--- src/rtl/uart_pkg.sv ---
// Shared UART definitions: TX state encoding and line-level constants.
// The PARITY state exists only when UART_TX_PARITY_EN is defined.
package uart_pkg;

    typedef enum logic [2:0] {
        TX_IDLE   = 3'd0,
        TX_START  = 3'd1,
        TX_DATA   = 3'd2,
`ifdef UART_TX_PARITY_EN
        TX_PARITY = 3'd3,
`endif
        TX_STOP   = 3'd4
    } tx_state_t;

    localparam logic PAR_EVEN   = 1'b0;
    localparam logic PAR_ODD    = 1'b1;
    localparam logic START_BIT  = 1'b0;
    localparam logic STOP_BIT   = 1'b1;
    localparam logic IDLE_LEVEL = 1'b1;

    localparam int PRESC_MIN = 4;

endpackage

--- src/rtl/uart_tx_baud_cnt.sv ---
// Per-bit edge counter for the UART transmitter.
// Prescale is captured on load and clamped to a minimum of 4.
module uart_tx_baud_cnt
    import uart_pkg::*;
#(
    parameter int PRESCALE_MAX = 32
) (
    input  logic                          clk,
    input  logic                          rst_n,
    input  logic                          load,
    input  logic                          cnt_en,
    input  logic [$clog2(PRESCALE_MAX):0] prescale,
    output logic                          bit_done
);

    localparam int PW = $clog2(PRESCALE_MAX) + 1;

    logic [PW-1:0] presc_q;
    logic [PW-1:0] cnt_q;
    logic [PW-1:0] presc_clamped;

    assign presc_clamped = (prescale < PW'(PRESC_MIN))
                         ? PW'(PRESC_MIN) : prescale;

    assign bit_done = cnt_en && (cnt_q == (presc_q - PW'(1)));

    always_ff @(posedge clk or negedge rst_n) begin
        if (!rst_n) begin
            presc_q <= PW'(PRESC_MIN);
            cnt_q   <= '0;
        end else if (load) begin
            presc_q <= presc_clamped;
            cnt_q   <= '0;
        end else if (cnt_en) begin
            cnt_q <= bit_done ? '0 : cnt_q + PW'(1);
        end
    end

endmodule

--- src/rtl/uart_tx.sv ---
// UART transmitter: start, 8 data bits LSB first, optional parity, stop.
// Parity support is compiled in with UART_TX_PARITY_EN.
module uart_tx
    import uart_pkg::*;
#(
    parameter int PRESCALE_MAX = 32,
    parameter int DATA_WIDTH   = 8
) (
    input  logic                          clk,
    input  logic                          rst_n,
    input  logic [$clog2(PRESCALE_MAX):0] Prescale,
    input  logic [DATA_WIDTH-1:0]         P_DATA,
    input  logic                          Data_Valid,
    input  logic                          PAR_EN,
    input  logic                          PAR_TYP,
    output logic                          TX_OUT,
    output logic                          Busy
);

    localparam int IW = $clog2(DATA_WIDTH);

    tx_state_t             state_q, state_d;
    logic [DATA_WIDTH-1:0] data_q, data_d;
    logic [IW-1:0]         idx_q, idx_d;
    logic                  tx_q, tx_d;
    logic                  busy_q, busy_d;
    logic                  load;
    logic                  cnt_en;
    logic                  bit_done;

`ifdef UART_TX_PARITY_EN
    logic par_en_q, par_en_d;
    logic par_typ_q, par_typ_d;
    logic par_bit;

    assign par_bit = (^data_q) ^ (par_typ_q == PAR_ODD);
`else
    logic unused_par;

    assign unused_par = PAR_EN ^ PAR_TYP;
`endif

    assign cnt_en = (state_q != TX_IDLE);
    assign TX_OUT = tx_q;
    assign Busy   = busy_q;

    uart_tx_baud_cnt #(
        .PRESCALE_MAX(PRESCALE_MAX)
    ) u_baud_cnt (
        .clk     (clk),
        .rst_n   (rst_n),
        .load    (load),
        .cnt_en  (cnt_en),
        .prescale(Prescale),
        .bit_done(bit_done)
    );

    always_comb begin
        state_d = state_q;
        data_d  = data_q;
        idx_d   = idx_q;
        tx_d    = tx_q;
        busy_d  = busy_q;
        load    = 1'b0;
`ifdef UART_TX_PARITY_EN
        par_en_d  = par_en_q;
        par_typ_d = par_typ_q;
`endif
        unique case (state_q)
            TX_IDLE: begin
                tx_d   = IDLE_LEVEL;
                busy_d = 1'b0;
                if (Data_Valid) begin
                    load    = 1'b1;
                    data_d  = P_DATA;
                    state_d = TX_START;
                    tx_d    = START_BIT;
                    busy_d  = 1'b1;
`ifdef UART_TX_PARITY_EN
                    par_en_d  = PAR_EN;
                    par_typ_d = PAR_TYP;
`endif
                end
            end
            TX_START: begin
                if (bit_done) begin
                    state_d = TX_DATA;
                    idx_d   = '0;
                    tx_d    = data_q[0];
                end
            end
            TX_DATA: begin
                if (bit_done) begin
                    if (idx_q == IW'(DATA_WIDTH - 1)) begin
`ifdef UART_TX_PARITY_EN
                        if (par_en_q) begin
                            state_d = TX_PARITY;
                            tx_d    = par_bit;
                        end else begin
                            state_d = TX_STOP;
                            tx_d    = STOP_BIT;
                        end
`else
                        state_d = TX_STOP;
                        tx_d    = STOP_BIT;
`endif
                    end else begin
                        idx_d = idx_q + IW'(1);
                        tx_d  = data_q[idx_d];
                    end
                end
            end
`ifdef UART_TX_PARITY_EN
            TX_PARITY: begin
                if (bit_done) begin
                    state_d = TX_STOP;
                    tx_d    = STOP_BIT;
                end
            end
`endif
            TX_STOP: begin
                if (bit_done) begin
                    state_d = TX_IDLE;
                    tx_d    = IDLE_LEVEL;
                    busy_d  = 1'b0;
                end
            end
            default: begin
                state_d = TX_IDLE;
                tx_d    = IDLE_LEVEL;
                busy_d  = 1'b0;
            end
        endcase
    end

    always_ff @(posedge clk or negedge rst_n) begin
        if (!rst_n) begin
            state_q <= TX_IDLE;
            data_q  <= '0;
            idx_q   <= '0;
            tx_q    <= IDLE_LEVEL;
            busy_q  <= 1'b0;
        end else begin
            state_q <= state_d;
            data_q  <= data_d;
            idx_q   <= idx_d;
            tx_q    <= tx_d;
            busy_q  <= busy_d;
        end
    end

`ifdef UART_TX_PARITY_EN
    always_ff @(posedge clk or negedge rst_n) begin
        if (!rst_n) begin
            par_en_q  <= 1'b0;
            par_typ_q <= PAR_EVEN;
        end else begin
            par_en_q  <= par_en_d;
            par_typ_q <= par_typ_d;
        end
    end
`endif

endmodule

--- config.mk ---
export PLATFORM = sky130hd
export DESIGN_NAME = uart_tx
export DESIGN_NICKNAME = d
export VERILOG_FILES = /design/src/rtl/uart_pkg.sv /design/src/rtl/uart_tx_baud_cnt.sv /design/src/rtl/uart_tx.sv
export SDC_FILE = /design/constraint.sdc
export NUM_CORES = 1
export LEC_CHECK = 0
export ABC_CLOCK_PERIOD_IN_PS = 2570
export BUFFER_PORTS_ARGS = -buffer_cell sky130_fd_sc_hd__buf_2
export CORE_ASPECT_RATIO = 0.8
export CORE_UTILIZATION = 43
export CTS_BUF_LIST = sky130_fd_sc_hd__clkbuf_4
export DETAILED_ROUTE_END_ITERATION = 7
export PLACE_DENSITY_LB_ADDON = 0.2
export SYNTH_ARGS = -nofsm -noshare
export SYNTH_HDL_FRONTEND = slang
export SYNTH_SLANG_ARGS = --single-unit
--- constraint.sdc ---
create_clock -name clk -period 2.57 [get_ports clk]
set_input_delay 0.1285 -clock clk [delete_from_list [all_inputs] [get_ports clk]]
set_output_delay 0.1285 -clock clk [all_outputs]
set_load 0.01 [all_outputs]
**Yosys cells after proc, flatten, opt, wreduce, memory -nomap -nowiden**

Index checks and enable logic that the tools add are counted.

- Flip-flop bits (word level): 28
- Latch bits: 0
- Bits in writable memories: 0
- Memory bits (read-only): 0
- Input bits: 19
- Output and inout port bits: 2
- Word-level logic and storage cells: 60
- Memories: 0

- Add/sub/neg operators: 3
- Multipliers: 0
- Divide/modulo/power cells: 0
- $lt $le $gt $ge: 2
- Eq/ne operators: 11
- Shift-type cells: 0
- Mux-type cells: 25
- Bitwise operators: 1
- Reductions and logical operators: 11

Operators by type and width:

| kind | count |
|---|---|
| 6-bit two-way mux | 4 |
| 3-bit two-way mux | 7 |
| 3-bit case mux with 4 select lines | 1 |
| 1-bit two-way mux | 9 |
| 6-bit by 1-bit adder with 6-bit output, second input constant | 1 |
| 3-bit == test, second input constant | 2 |
| 6-bit == test | 1 |
| 6-bit by 3-bit less-than comparator with 1-bit output, second input constant | 1 |
| 2-bit by 1-bit != test with 1-bit output, second input constant | 3 |
| 2-bit != test, second input constant | 3 |
| 3-bit case mux with 2 select lines | 1 |
| 6-bit by 1-bit subtractor with 6-bit output, second input constant | 1 |
| 5-bit AND reduction | 1 |
| 3-bit by 4-bit less-than comparator with 1-bit output, second input constant | 1 |
| 1-bit case mux with 4 select lines | 1 |
| 2-bit AND reduction | 2 |
| 4-bit AND reduction | 1 |
| 2-bit nonzero test | 2 |
| 3-bit by 1-bit adder with 3-bit output, second input constant | 1 |
| 1-bit binary-select mux with 3-bit select | 1 |
| 3-bit by 1-bit == test with 1-bit output, second input constant | 1 |
| 3-bit by 2-bit == test with 1-bit output, second input constant | 1 |
| 3-bit zero test | 1 |
| 1-bit case mux with 3 select lines | 1 |
| 5 further kinds | 5 |

**Logic depth before layout (Yosys ltp)**

- Depth after elaboration: 6
- Mapped depth: 8
- Mapped depth without buffers: 7

**Cells and area by module**

From an unflattened synthesis, not the netlist that was laid out.

- Cells, all modules: 145
- Area, all modules: 1592.8 µm²

By module, submodules not included:

| module | instances | cells each | area each (µm²) | sequential area each (µm²) |
|---|---|---|---|---|
| uart_tx | 1 | 73 | 880.8 | 401.6 |
| uart_tx_baud_cnt | 1 | 72 | 711.9 | 301.5 |

**Least setup slack after synthesis**

OpenSTA, ideal clock, no wires.

- Path type: register to register
- Start point: reg u_baud_cnt.presc_q[0]
- End point: reg idx_q[0]
- Setup time: 0.128 ns
- Arrival: 1.881 ns
- Required time: 2.442 ns
- Setup slack: 0.561 ns
- Stages on the path, launching flop included: 8
- Buffers on the path: 0
- Clock period less this slack: 2.009 ns
- Path through: dfrtp_1 -> inv_1 -> ha_1 -> xnor2_1 -> nor2_1 -> nand4b_4 -> nor4_4 -> mux2_1

- Longest elaborated chain between the ends: 5
- Elaborated cells on any way between the ends: 6
- Those cells by class: add/sub (1); eq/ne (3); reduce/logical (2)

RTL lines:

| item | RTL line | RTL |
|---|---|---|
| from (decl) | uart_tx_baud_cnt.sv:18 | `logic [PW-1:0] presc_q;` |
| from (signal assigned) | uart_tx_baud_cnt.sv:29 | `presc_q <= PW'(PRESC_MIN);` |
| from (signal assigned) | uart_tx_baud_cnt.sv:32 | `presc_q <= presc_clamped;` |
| 6-bit by 1-bit subtractor with 6-bit output * | uart_tx_baud_cnt.sv:25 | `assign bit_done = cnt_en && (cnt_q == (presc_q - PW'(1)));` |
| 6-bit == test * | uart_tx_baud_cnt.sv:25 |  |
| 1-bit logical AND * | uart_tx_baud_cnt.sv:25 |  |
| 2-bit by 1-bit != test with 1-bit output (no line) | n/a |  |
| 4-bit AND reduction (no line) * | n/a |  |
| to (signal assigned) | uart_tx.sv:146 | `idx_q <= idx_d;` |
| to (decl) | uart_tx.sv:24 | `logic [IW-1:0] idx_q, idx_d;` |

Mark *: on every way between the ends. The rest lies on a longest branch, timed or not.
A chain may end at the register's enable or synchronous reset.

**Worst setup path in the final report**

- Start point: reg u_baud_cnt.presc_q[0]
- End point: reg u_baud_cnt.cnt_q[2]

- Longest elaborated chain between the ends: 6

RTL lines:

| item | RTL line | RTL |
|---|---|---|
| 6-bit by 1-bit subtractor with 6-bit output | uart_tx_baud_cnt.sv:25 |  |
| 6-bit == test | uart_tx_baud_cnt.sv:25 |  |
| 1-bit logical AND | uart_tx_baud_cnt.sv:25 |  |
| 6-bit two-way mux | uart_tx_baud_cnt.sv:35 | `cnt_q <= bit_done ? '0 : cnt_q + PW'(1);` |
| 6-bit two-way mux | uart_tx_baud_cnt.sv:34 | `end else if (cnt_en) begin` |
| 6-bit two-way mux | uart_tx_baud_cnt.sv:31 | `end else if (load) begin` |
| to (signal assigned) | uart_tx_baud_cnt.sv:35 |  |
| to (decl) | uart_tx_baud_cnt.sv:19 | `logic [PW-1:0] cnt_q;` |

No other way between the ends. The select of a mux whose other input is x is not followed.

==> metrics.yaml <==
hold_path.class: "in -> reg"
worstReg2RegEnd: "u_baud_cnt.cnt_q[2]"
postSynthAreaPerCell_sq_um: 10.3
hpwlAfterDp_microns: 2200
root_buffer: "clkbuf_4"
cts_max_level: 1
cts_tree: "yes"
rsz0062_at_grt: "no"
place.gp.congestion: 0.830
pin_count: 21
dpl.cell_count: 211
synth_area_sq_um: 1600
multi_input_area_sq_um: 830
via_per_inst: 5.69
r2r_start: "u_baud_cnt.presc_q[0]"
design.core.area_sq_um: 3490
final.setup_skew_ps: 5.76
path_clk_slew_ps: 150
critical_path_class: "reg -> reg"
p_clk_share_pct: 27.7
cts.sinks: 28
initialDrtViolationCount: 71
seqCellArea_sq_um: 703
wirelength_microns: 2910
fin_crit_sh_pct: 88.3
p_leak_nw: 0.762
p_sw_w: 0.000137
cts_inserted_buffers: 3
ys_seq_area_share_pct: 43.9
ys_ff_latch: 28
synth-warning-count: 0
drc: 0
netlist_instances: 156
std_cell_rows: 19
grt_pass1_vias: 1149
portBuffers: 18
finalSetupViolCount: 0
worstSetupStartpointType: "flip-flop"
ff2ff_path_depth: 7
die-area_sq_um: 3980
grt_pass1_wl_microns: 5240
tns_ps: 0
maxCapViolations: 0
ir_worst_vdd_mv: 0.290
die_height_microns: 56.6
async_flop_share_pct: 100
final_cells: 215
relSlewSlack_pct: 59.5
first_pass_iters: 4
grt_start_max_net_pins: 29
postCtsSetupBuffers: 0
p_seq_share_pct: 68.5
hold_viol_final: 0
crit_required_ps: 2760
crit_end: "u_baud_cnt.cnt_q[2]"
clock_latency_ps: 320
start_util_pct: 45.9
synthDistinctLibCells: 43
comb_power_share_pct: 3.8
synth_nets: 179
drive_gt1_share_pct: 24.9
swShare_pct: 21.3
reg2reg_slack_ps: 300
grt_antenna_before_repair: 0
drv_slew: 0
synth-main-ff-cell: "dfrtp_1"
cts_buffer_depth: 2
worstMarginPinSlew_ps: 601
synth_edf_count: 0
fill_cells: 327
diodes: 0
cp_max_fo: 13
num_vias: 1223
min_period_ps: 2270
fmax_mhz: 441
status: "finished clean"
cp-startpoint: "u_baud_cnt.presc_q[0]"
area_growth_pct: 9.13
cp-end-kind: "flip-flop"
ant_nets: 0
internal-power_w: 0.000506
dieWidth_microns: 70.3
nets: 198
grt_usage_pct: 16.6
power.density_nw_per_um2: 368
wire_per_inst_microns: 13.5
grt_overflow_total: 0
worstPathArrival_ps: 2460
-- worst min-delay path by stage --
stage,startpoint,endpoint,slack (ps),cells past startpoint
2_1_floorplan,rst_n,Busy,-170,0
5_1_grt,P_DATA[5],data_q[5],10,2
6_report,Prescale[0],u_baud_cnt.presc_q[0],30,3
4_1_cts,P_DATA[2],data_q[2],20,2
3_5_place_dp,rst_n,u_baud_cnt.cnt_q[4],180,1
3_3_place_gp,rst_n,u_baud_cnt.cnt_q[0],180,1
-- cell usage in the layout (no fill, tap or decap), types with 2 or more instances in the layout --
master / netlist / routed
mux2_2: 11 / 11
mux4_2: 2 / 2
a21oi_1: 8 / 8
o2111ai_1: 2 / 2
inv_1: 9 / 9
xor2_1: 2 / 2
mux2i_1: 3 / 3
nor3_1: 6 / 6
or4_1: 2 / 2
o211ai_1: 5 / 5
ha_1: 4 / 4
o21ai_0: 10 / 10
dfstp_2: 2 / 2
nor2_1: 8 / 8
dfrtp_1: 26 / 26
nand3_1: 4 / 4
nand2b_1: 3 / 3
clkbuf_4: 0 / 3
buf_2: 3 / 18
nand2_1: 18 / 18
xnor2_1: 5 / 5
-- cells in the mapped netlist (3+ instances only) --
cell type	instances	area (sq um)
mux2i_1	3	30.0
inv_1	9	33.8
dfrtp_1	26	651
mux2_2	11	124
a21oi_1	8	40.0
o21ai_0	10	50.1
nor2_1	8	30.0
o211ai_1	5	37.5
xnor2_1	5	43.8
nand2_1	18	67.6
nand3_1	4	20.0
buf_2	3	15.0
nor3_1	6	30.0
nand2b_1	3	18.8
ha_1	4	50.1
-- sequential cells by signal (all words and copies together) (netlist names) --
name	cells
TX_OUT	1
data_q	8
u_baud_cnt.cnt_q	6
Busy	1
u_baud_cnt.presc_q	6
idx_q	3
state_q	3
-- cell families (layout without fill, tap and decap cells) --
family,Yosys count,in the layout,synth area share [%]
DFF,28,28,43.9
muxes,17,17,13.1
AOI/OAI and AO/OA,33,33,13.4
adders and majority gates,4,4,3.12
xor gates and xnor gates,7,7,3.83
buffers and inverters,15,32,4.45
and+or+nand+nor,52,52,18.3
-- layer usage --
layer	up-vias	GRT usage, %	wire [microns]
met3	2	2.69	128
met4	0	4.29	19
li1	595	-	-
met1	591	24.9	1430
met5	-	0	0
met2	35	24.9	1330
-- layout make-up --
cell class | instances | share of cell area (%)
Clock buffer | 3 | 1.29
Inverter | 9 | 1.93
Multi-Input combinational cell | 113 | 47.4
Sequential cell | 28 | 40.2
Tap cell | 42 | 3.00
Timing Repair Buffer | 20 | 6.15
-- power by group through the flow --
| stage | Combinational [W] | Sequential, W | Clock, W |
|---|---|---|---|
| finish | 0.0000243 | 0.000441 | 0.000178 |
| global route | 0.0000286 | 0.000441 | 0.000205 |
| CTS | 0.0000256 | 0.000441 | 0.000187 |
| detailed placement | 0.0000244 | 0.000449 | 0 |
| global placement | 0.0000238 | 0.000449 | 0 |
| floorplan | 0.00000235 | 0.000449 | 0 |
-- critical path, stage by stage (launching register included) --
cell and delay [ps]:
dfrtp_1 460, inv_1 60, ha_1 300, xnor2_1 120, nor2_1 180, nand4b_4 240
o21ai_0 570, o311ai_0 190
-- timing repair --
action	in CTS	in global routing
hold endpoints to repair	26	0
hold buffers	1	0
endpoints found under the setup margin	0	1
gates resized for setup	0	1
-- stage by stage --
| stage | cell area, sq um | worst slack [ps] | hold slack [ps] | power (W) | util [%] |
|---|---|---|---|---|---|
| global route | 1750 | 128 | 10.1 | 0.000675 | 50.1 |
| CTS | 1750 | 228 | 20.6 | 0.000654 | 50.0 |
| floorplan | 1600 | 561 | -167 | 0.000451 | - |
| global placement | 1720 | 346 | 179 | 0.000473 | 49.1 |
| finish | 1750 | 302 | 27.1 | 0.000643 | 50.1 |
| detailed placement | 1720 | 211 | 179 | 0.000473 | 49.1 |
Power figures use the tool's default switching activity.
